`src/rtl/alert_fusion_controller.sv`:
```
// Fire-alert fusion: synchronizes and debounces the FFT and camera flags,
// corroborates them within a window, then holds the alert until acknowledged.
module alert_fusion_controller #(
    parameter int DEBOUNCE_CYCLES = 16,
    parameter int WINDOW_CYCLES   = 1024,
    parameter int HOLD_CYCLES     = 4096,
    parameter int CNT_W           = 16
) (
    input  logic       clk,
    input  logic       reset_n,
    input  logic       fft_flag_in,
    input  logic       cam_flag_in,
    input  logic       ack_in,
    output logic       final_alert_out,
    output logic       fft_debug,
    output logic       cam_debug,
    output logic [1:0] state_out,
    output logic [7:0] alert_count
);

    typedef enum logic [1:0] {
        IDLE     = 2'd0,
        FFT_PEND = 2'd1,
        CAM_PEND = 2'd2,
        ALERT    = 2'd3
    } state_t;

    localparam logic [CNT_W-1:0] DB_LAST  = CNT_W'(DEBOUNCE_CYCLES - 1);
    localparam logic [CNT_W-1:0] WIN_LAST = CNT_W'(WINDOW_CYCLES - 1);
    localparam logic [CNT_W-1:0] HOLD_MAX = CNT_W'(HOLD_CYCLES);

    // Bit 0 carries the FFT flag, bit 1 the camera flag.
    logic [1:0]       sync1, sync2;
    logic             ack_s1, ack_s2;
    logic [1:0]       db, db_prev;
    logic [CNT_W-1:0] db_cnt [2];
    logic [1:0]       rise;

    state_t           state, next;
    logic [CNT_W-1:0] win_cnt, hold_cnt;
    logic             win_last, hold_done;

    always_ff @(posedge clk or negedge reset_n) begin
        if (!reset_n) begin
            sync1   <= '0;
            sync2   <= '0;
            ack_s1  <= 1'b0;
            ack_s2  <= 1'b0;
            db      <= '0;
            db_prev <= '0;
            for (int i = 0; i < 2; i++) db_cnt[i] <= '0;
        end else begin
            sync1   <= {cam_flag_in, fft_flag_in};
            sync2   <= sync1;
            ack_s1  <= ack_in;
            ack_s2  <= ack_s1;
            db_prev <= db;
            for (int i = 0; i < 2; i++) begin
                if (sync2[i] == db[i]) begin
                    db_cnt[i] <= '0;
                end else if (db_cnt[i] == DB_LAST) begin
                    db[i]     <= ~db[i];
                    db_cnt[i] <= '0;
                end else begin
                    db_cnt[i] <= db_cnt[i] + 1'b1;
                end
            end
        end
    end

    assign rise      = db & ~db_prev;
    assign win_last  = (win_cnt == WIN_LAST);
    assign hold_done = (hold_cnt == HOLD_MAX);

    always_ff @(posedge clk or negedge reset_n) begin
        if (!reset_n) begin
            state       <= IDLE;
            win_cnt     <= '0;
            hold_cnt    <= '0;
            alert_count <= '0;
        end else begin
            state <= next;
            if (next == state && (state == FFT_PEND || state == CAM_PEND))
                win_cnt <= win_cnt + 1'b1;
            else
                win_cnt <= '0;
            if (state == ALERT && next == ALERT)
                hold_cnt <= hold_done ? hold_cnt : hold_cnt + 1'b1;
            else
                hold_cnt <= '0;
            if (next == ALERT && state != ALERT && alert_count != 8'hFF)
                alert_count <= alert_count + 1'b1;
        end
    end

    // Corroboration is checked before window expiry in the pending states.
    always_comb begin
        next = state;
        unique case (state)
            IDLE: begin
                if (&db)          next = ALERT;
                else if (rise[0]) next = FFT_PEND;
                else if (rise[1]) next = CAM_PEND;
            end
            FFT_PEND: begin
                if (db[1])         next = ALERT;
                else if (win_last) next = IDLE;
            end
            CAM_PEND: begin
                if (db[0])         next = ALERT;
                else if (win_last) next = IDLE;
            end
            ALERT: begin
                if (hold_done && ack_s2 && db == 2'b00) next = IDLE;
            end
            default: next = IDLE;
        endcase
    end

    always_comb begin
        final_alert_out = (state == ALERT);
        state_out       = state;
        fft_debug       = db[0];
        cam_debug       = db[1];
    end

endmodule

```
`config.mk`:
```
export PLATFORM = sky130hd
export DESIGN_NAME = alert_fusion_controller
export DESIGN_NICKNAME = d
export VERILOG_FILES = /design/src/rtl/alert_fusion_controller.sv
export SDC_FILE = /design/constraint.sdc
export NUM_CORES = 1
export LEC_CHECK = 0
export BUFFER_PORTS_ARGS = -buffer_cell sky130_fd_sc_hd__buf_2
export CORE_UTILIZATION = 50
export DETAILED_ROUTE_END_ITERATION = 8
export GPL_TIMING_DRIVEN = 0
export HOLD_SLACK_MARGIN = 0.02
export MAX_ROUTING_LAYER = met4
export PLACE_DENSITY_LB_ADDON = 0.12
export SLEW_MARGIN = 0
export SYNTH_ARGS = -nofsm -noshare
export SYNTH_HDL_FRONTEND = slang
export SYNTH_SLANG_ARGS = --single-unit
```
`constraint.sdc`:
```
create_clock -name clk -period 3.7 [get_ports clk]
set_input_delay 0.555 -clock clk [delete_from_list [all_inputs] [get_ports clk]]
set_output_delay 0.555 -clock clk [all_outputs]
set_load 0.01 [all_outputs]
```
==> results of run 1 <==
-- worst max-delay path: cells and delay by family (launching register included) --
kind            cells  cell delay [ns]
compound gates      1             0.50
xor+xnor            1             0.17
fa+ha+maj           1             0.29
buf+inv             1             0.17
flops               1             0.53
simple gates        3             0.97
-- cell usage in the layout (no fill, tap or decap), types with 3 or more instances in the layout --
cell type / instances
nor3b_1: 3
nor4_1: 10
a21oi_1: 9
clkbuf_1: 4
o21ai_0: 9
dfrtp_1: 84
nor3_2: 11
ha_1: 10
buf_2: 16
nor3_1: 12
nand2_1: 24
or3_1: 6
nor2_1: 59
nand3_1: 23
and3_1: 20
nand2b_1: 3
xor2_1: 33
nand4_1: 13
inv_1: 9
xnor2_1: 28
clkbuf_8: 10
nor2b_1: 3
-- routing by layer --
metal  vias to the layer above  global-route usage (%)  wire length, um
met1                      1401                    25.3             3670
met2                        25                    31.4             3480
li1                       1463                       -                -
met3                        14                    2.83              140
met5                         -                       -                0
met4                         0                    8.46              140
-- through the flow --
step | instance area [um^2] | cells
final | 4660 | 543
after global routing | 4660 | 543
after CTS | 4660 | 543
after detailed placement | 4470 | 527
after global placement | 4440 | 526
after floorplan | 4220 | 404
-- flip-flops by register name (all words and copies together) (netlist names) --
name	cells
state_out	2
db_cnt	32
db	2
ack_s2	1
hold_cnt	16
alert_count	8
win_cnt	16
sync2	2
ack_s1	1
db_prev	2
sync1	2
-- layout make-up --
type | count | area [um^2]
repair buffers | 18 | 115
multi-input cells | 305 | 2030
flip-flops and latches | 84 | 2100
inverters | 9 | 33.8
fillers | 718 | 3510
clock buffers | 12 | 145
well taps | 105 | 131
plain buffers | 6 | 51.3
clock inverters | 4 | 48.8
-- kinds of logic (layout without fill, tap and decap cells) --
logic type | count (synthesis) | in the layout | synth area share [%]
multiplexers | 3 | 3 | 0.889
AND/OR/NAND/NOR | 202 | 202 | 26.9
buffers and inverters | 15 | 49 | 2.02
AO/OA/AOI/OAI | 29 | 29 | 4.77
XOR/XNOR | 61 | 61 | 12.7
adder cells (fa/ha/maj) | 10 | 10 | 2.96
flip-flops | 84 | 84 | 49.8
-- how the worst min path moves through the flow --
stage | start | endpoint | slack, ns | depth (start not counted)
finish | reset_n | db_cnt[11] | 0.15 | 1
global route | reset_n | db_cnt[11] | 0.18 | 1
CTS | reset_n | db_cnt[13] | 0.15 | 1
detailed placement | sync1[0] | sync2[0] | 0.34 | 0
global placement | sync1[0] | sync2[0] | 0.33 | 0
floorplan | reset_n | ack_s1 | 0.26 | 0
-- power by group --
part,internal [W],total [W],switching [W],leakage [nW]
clock,0.000330,0.000641,0.000311,0.100
combinational,0.000303,0.000788,0.000485,0.778
sequential,0.000969,0.00104,0.0000756,1.14
==> impl_results.md, run 1 <==
- Max incr delay on CP: 0.53 ns
- Clock H-tree levels: 3
- Clock root buffer master: clkbuf_8
- Antenna diodes: 0
- Post-DRT Antenna Nets: 0
- Worst r2r dst: alert_count[3]
- Critical-path cell list: inv_1 -> ha_1 -> and4bb_1 -> or3_1 -> a311oi_1 -> nor4b_2 -> xor2_1
- Synth Cell Area: 0.00422 mm^2
- CTS sink count: 84
- Num rows: 33
- Async set or reset register ratio after synthesis: 100%
- CP arrival: 2.97 ns
- Fin. max-slew vios: 0
- Reg clk slew, reported paths: 0.08 ns
- Cell variety after synth: 50
- Worst path slowest cell: dfrtp_1
- Post-DP HPWL: 5170 um
- Vias/cell: 5.35
- Count leader, synth: dfrtp_1
- Number of synthesized flops with an enable pin: 0
- Post-synthesis sequential area ratio: 49.8%
- Drt first pass iters: 4
- Worst Setup EP: alert_count[3]
- CP Capture Type: flip-flop
- Fraction of layout cells with a size suffix above 1: 14.4%
- Initial core utilization: 51.6%
- Post-CTS Resized: 0
- Worst Tran Pin Value: 0.483 ns
- Total power: 0.00247 W
- Post-route DRC: 0
- Setup Viol. Count Final: 0
- Max Fclk: 371 MHz
- Area Growth Syn to Fin: 10.4%
- RePlAce Congestion: 0.847
- Post-Syn Instances: 404
- CP startpoint kind: flip-flop
- Starting DRT DRC Count: 77
- Routed WL: 7430 um
- Max rail drop VDD: 0.000275 V
- Clock Path Buffers: 2
- Die area: 0.00881 mm^2
- Max-Cap Viols: 0
- Critical Path Start: state_out[0]
- Crit Path Max Fanout: 10
- Synthesis warning total: 0
- Largest net degree at the start of global routing: 50
- Leakage power: 2.02 nW
- PwrDens: 531 mW/mm^2
- Final min period: 2.69 ns
- Wire length per cell: 13.7 um
- Hold-fix buffers, CTS: 0
- Net count, final: 448
- Top_reg_cell synth: dfrtp_1
- Final setup margin: 1.01 ns
- Status: completed
- Synthesis-stage register bit count: 84
- CTS Buf Count: 9
- Cell taking the most area after synthesis: dfrtp_1
- Final Cycle Share: 72.8%
- RSZ-0062 raised after global routing: no
- Setup Slack @ Placement: 1.03 ns
- Worst r2r src: state_out[0]
- Crit path kind: flip-flop to flip-flop
- First-pass GRT wire length: 13300 um
- Hold Crit Class: primary input to asynchronous set/reset pin
- Clk Latency, worst-skew pair: 0.35 ns
- Top cell type's share of synthesized area: 49.8%
- Post-synth top cells: dfrtp_1, nor2_1, xor2_1
- Boundary pin count: 18
- Post-CTS Setup Bufs: 0
- Total GRT Usage: 19.8%
- Syn_area_per_cell: 10.4 um^2
- Remaining Overflow, GRT: 0
- CTS tree: built
- Max Clock Skew: 0.00948 ns
- Critical Path RT: 3.98 ns
- Vias: 2903
- Post-synth net total: 419
- Buffers on Ports: 17
- Number of global-route vias before repair: 2889
- Die Y: 93.9 um
- Slew HR: 67.6%
- R2R setup slack: 1.01 ns
- Setup TNS: 0 ns
- Final core utilization: 57.0%
- Chip width: 93.9 um
- Final Hold Fails: 0
- Final hold slack: 0.146 ns
- Ranking of synthesized cells by area: dfrtp_1, xor2_1, xnor2_1
- Initial antenna violation count: 0
- R2r worst-path depth: 7
- Core ar.: 0.00818 mm^2
(Power assumes the default switching activity.)
==> run 2: changes to the inputs <==
- clock period: 3.7 -> 2.7 ns (I/O delays scaled with it)
==> impl_results.md, run 2 (same netlist as run 1, synthesis figures left out) <==
- Reg power frac: 42.0%
- Leakage power: 2.03 nW
- Antenna diodes: 0
- Max-Cap Viols: 0
- Final Hold Fails: 0
- Number of global-route vias before repair: 2889
- Critical Path RT: 2.98 ns
- Vias: 2911
- Setup Viol. Count Final: 0
- Total GRT Usage: 19.8%
- R2r worst-path depth: 7
- Largest net degree at the start of global routing: 50
- Hold Crit Class: primary input to flip-flop
- Clock H-tree levels: 3
- Most frequent cells in the layout: dfrtp_1, nor2_1, xor2_1, xnor2_1, nand2_1
- Drt first pass iters: 5
- Worst Tran Pin Value: 0.472 ns
- Wire length per cell: 13.7 um
- RePlAce Congestion: 0.847
- Die area: 0.00881 mm^2
- Clock share of power: 25.8%
- Worst r2r src: state_out[0]
- Die Y: 93.9 um
- PwrDens: 728 mW/mm^2
- Final core utilization: 57.3%
- Clock Path Buffers: 2
- Crit Path Max Fanout: 10
- Max Fclk: 410 MHz
- Boundary pin count: 18
- Core ar.: 0.00818 mm^2
- Area Growth Syn to Fin: 11.0%
- Worst Setup EP: alert_count[3]
- Combinational Power Share: 32.2%
- Reg clk slew, reported paths: 0.08 ns
- Final min period: 2.44 ns
- Fillers: 716
- CP startpoint kind: flip-flop
- Top flop regs: db_cnt x32, hold_cnt x16, win_cnt x16
- Int Power: 0.00221 W
- Initial antenna violation count: 0
- Fin. max-slew vios: 0
- Post-route DRC: 0
- Psw: 0.00120 W
- First-pass GRT wire length: 13300 um
- Status: completed
- CP Capture Type: flip-flop
- Vias/cell: 5.35
- CP arrival: 2.71 ns
- Chip width: 93.9 um
- Number of flip-flops in the largest register: 32
- R2R setup slack: 0.26 ns
- Critical Path Start: state_out[0]
- Clk Latency, worst-skew pair: 0.35 ns
- RSZ-0062 raised after global routing: no
- Post-CTS Setup Bufs: 0
- CTS tree: built
- Initial core utilization: 51.6%
- Reg with most FFs: db_cnt
- Post-DP HPWL: 5170 um
- Setup TNS: 0 ns
- Num rows: 33
- Most common cell after layout, fill and taps aside: dfrtp_1
- CTS sink count: 84
- Switch share: 35.3%
- Starting DRT DRC Count: 80
- Final Cycle Share: 90.2%
- Clock root buffer master: clkbuf_8
- Fraction of layout cells with a size suffix above 1: 15.3%
- CTS Buf Count: 9
- Routed WL: 7480 um
- Crit path kind: flip-flop to flip-flop
- Max rail drop VDD: 0.000376 V
- Max Clock Skew: 0.00958 ns
- Worst r2r dst: alert_count[3]
- Net count, final: 449
- Remaining Overflow, GRT: 0
- Slew HR: 68.6%
- Post-DRT Antenna Nets: 0
- Buffers on Ports: 17
[run 2: power groups by stage]
stage / sequential, W / clock (W) / combinational, W
floorplan: 0.00145 / 0 / 0.000815
global placement: 0.00145 / 0 / 0.00108
detailed placement: 0.00146 / 0 / 0.00109
CTS: 0.00143 / 0.000924 / 0.00109
global route: 0.00145 / 0.000961 / 0.00122
finish: 0.00143 / 0.000881 / 0.00110
[run 2: metrics by stage]
stage / hold WS (ns) / power, W / setup WS (ns) / instances / cell area [um^2]
after floorplan: 0.109 / 0.00227 / 0.346 / 404 / 4220
after global placement: 0.331 / 0.00253 / 0.0541 / 526 / 4440
after detailed placement: 0.338 / 0.00254 / 0.0264 / 527 / 4470
after CTS: 0.137 / 0.00345 / 0.00528 / 544 / 4670
after global routing: 0.143 / 0.00363 / 0.0148 / 544 / 4690
final: 0.160 / 0.00341 / 0.264 / 544 / 4690
[run 2: cell type report]
class	count	area [um^2]	share of cell area, %
clock inverters	4	48.8	1.04
flip-flops and latches	84	2100	44.9
well taps	105	131	2.80
repair buffers	19	125	2.67
clock buffers	12	145	3.10
plain buffers	6	51.3	1.09
inverters	9	33.8	0.721
multi-input cells	305	2050	43.7
[run 2: worst min path at each step]
stage                            from       end  slack, ns  cells after the start
final                     cam_flag_in  sync1[1]       0.16                      1
after global routing      cam_flag_in  sync1[1]       0.14                      1
after CTS                 cam_flag_in  sync1[1]       0.14                      1
after detailed placement     sync1[0]  sync2[0]       0.34                      0
after global placement       sync1[0]  sync2[0]       0.33                      0
after floorplan               reset_n    ack_s1       0.11                      0
[run 2: critical path: stages, from the launching register on]
cell,delay [ns]
dfrtp_2,0.46
inv_1,0.13
ha_1,0.29
and4bb_1,0.26
or3_1,0.40
a311oi_2,0.38
nor4b_2,0.29
xor2_1,0.17
[run 2: metal layers]
layer  vias up  routed length (um)  GRT usage, %
li1       1466                   -             -
met1      1411                3670          25.3
met2        24                3580          31.4
met3        10                 145          2.83
met4         0                  77          8.46
met5         -                   0             -
[run 2: timing repair]
action                     CTS  global route
resized for setup            0             4
hold endpoints to repair    21             0
setup endpoints to repair    0            12
hold buffers                 1             0
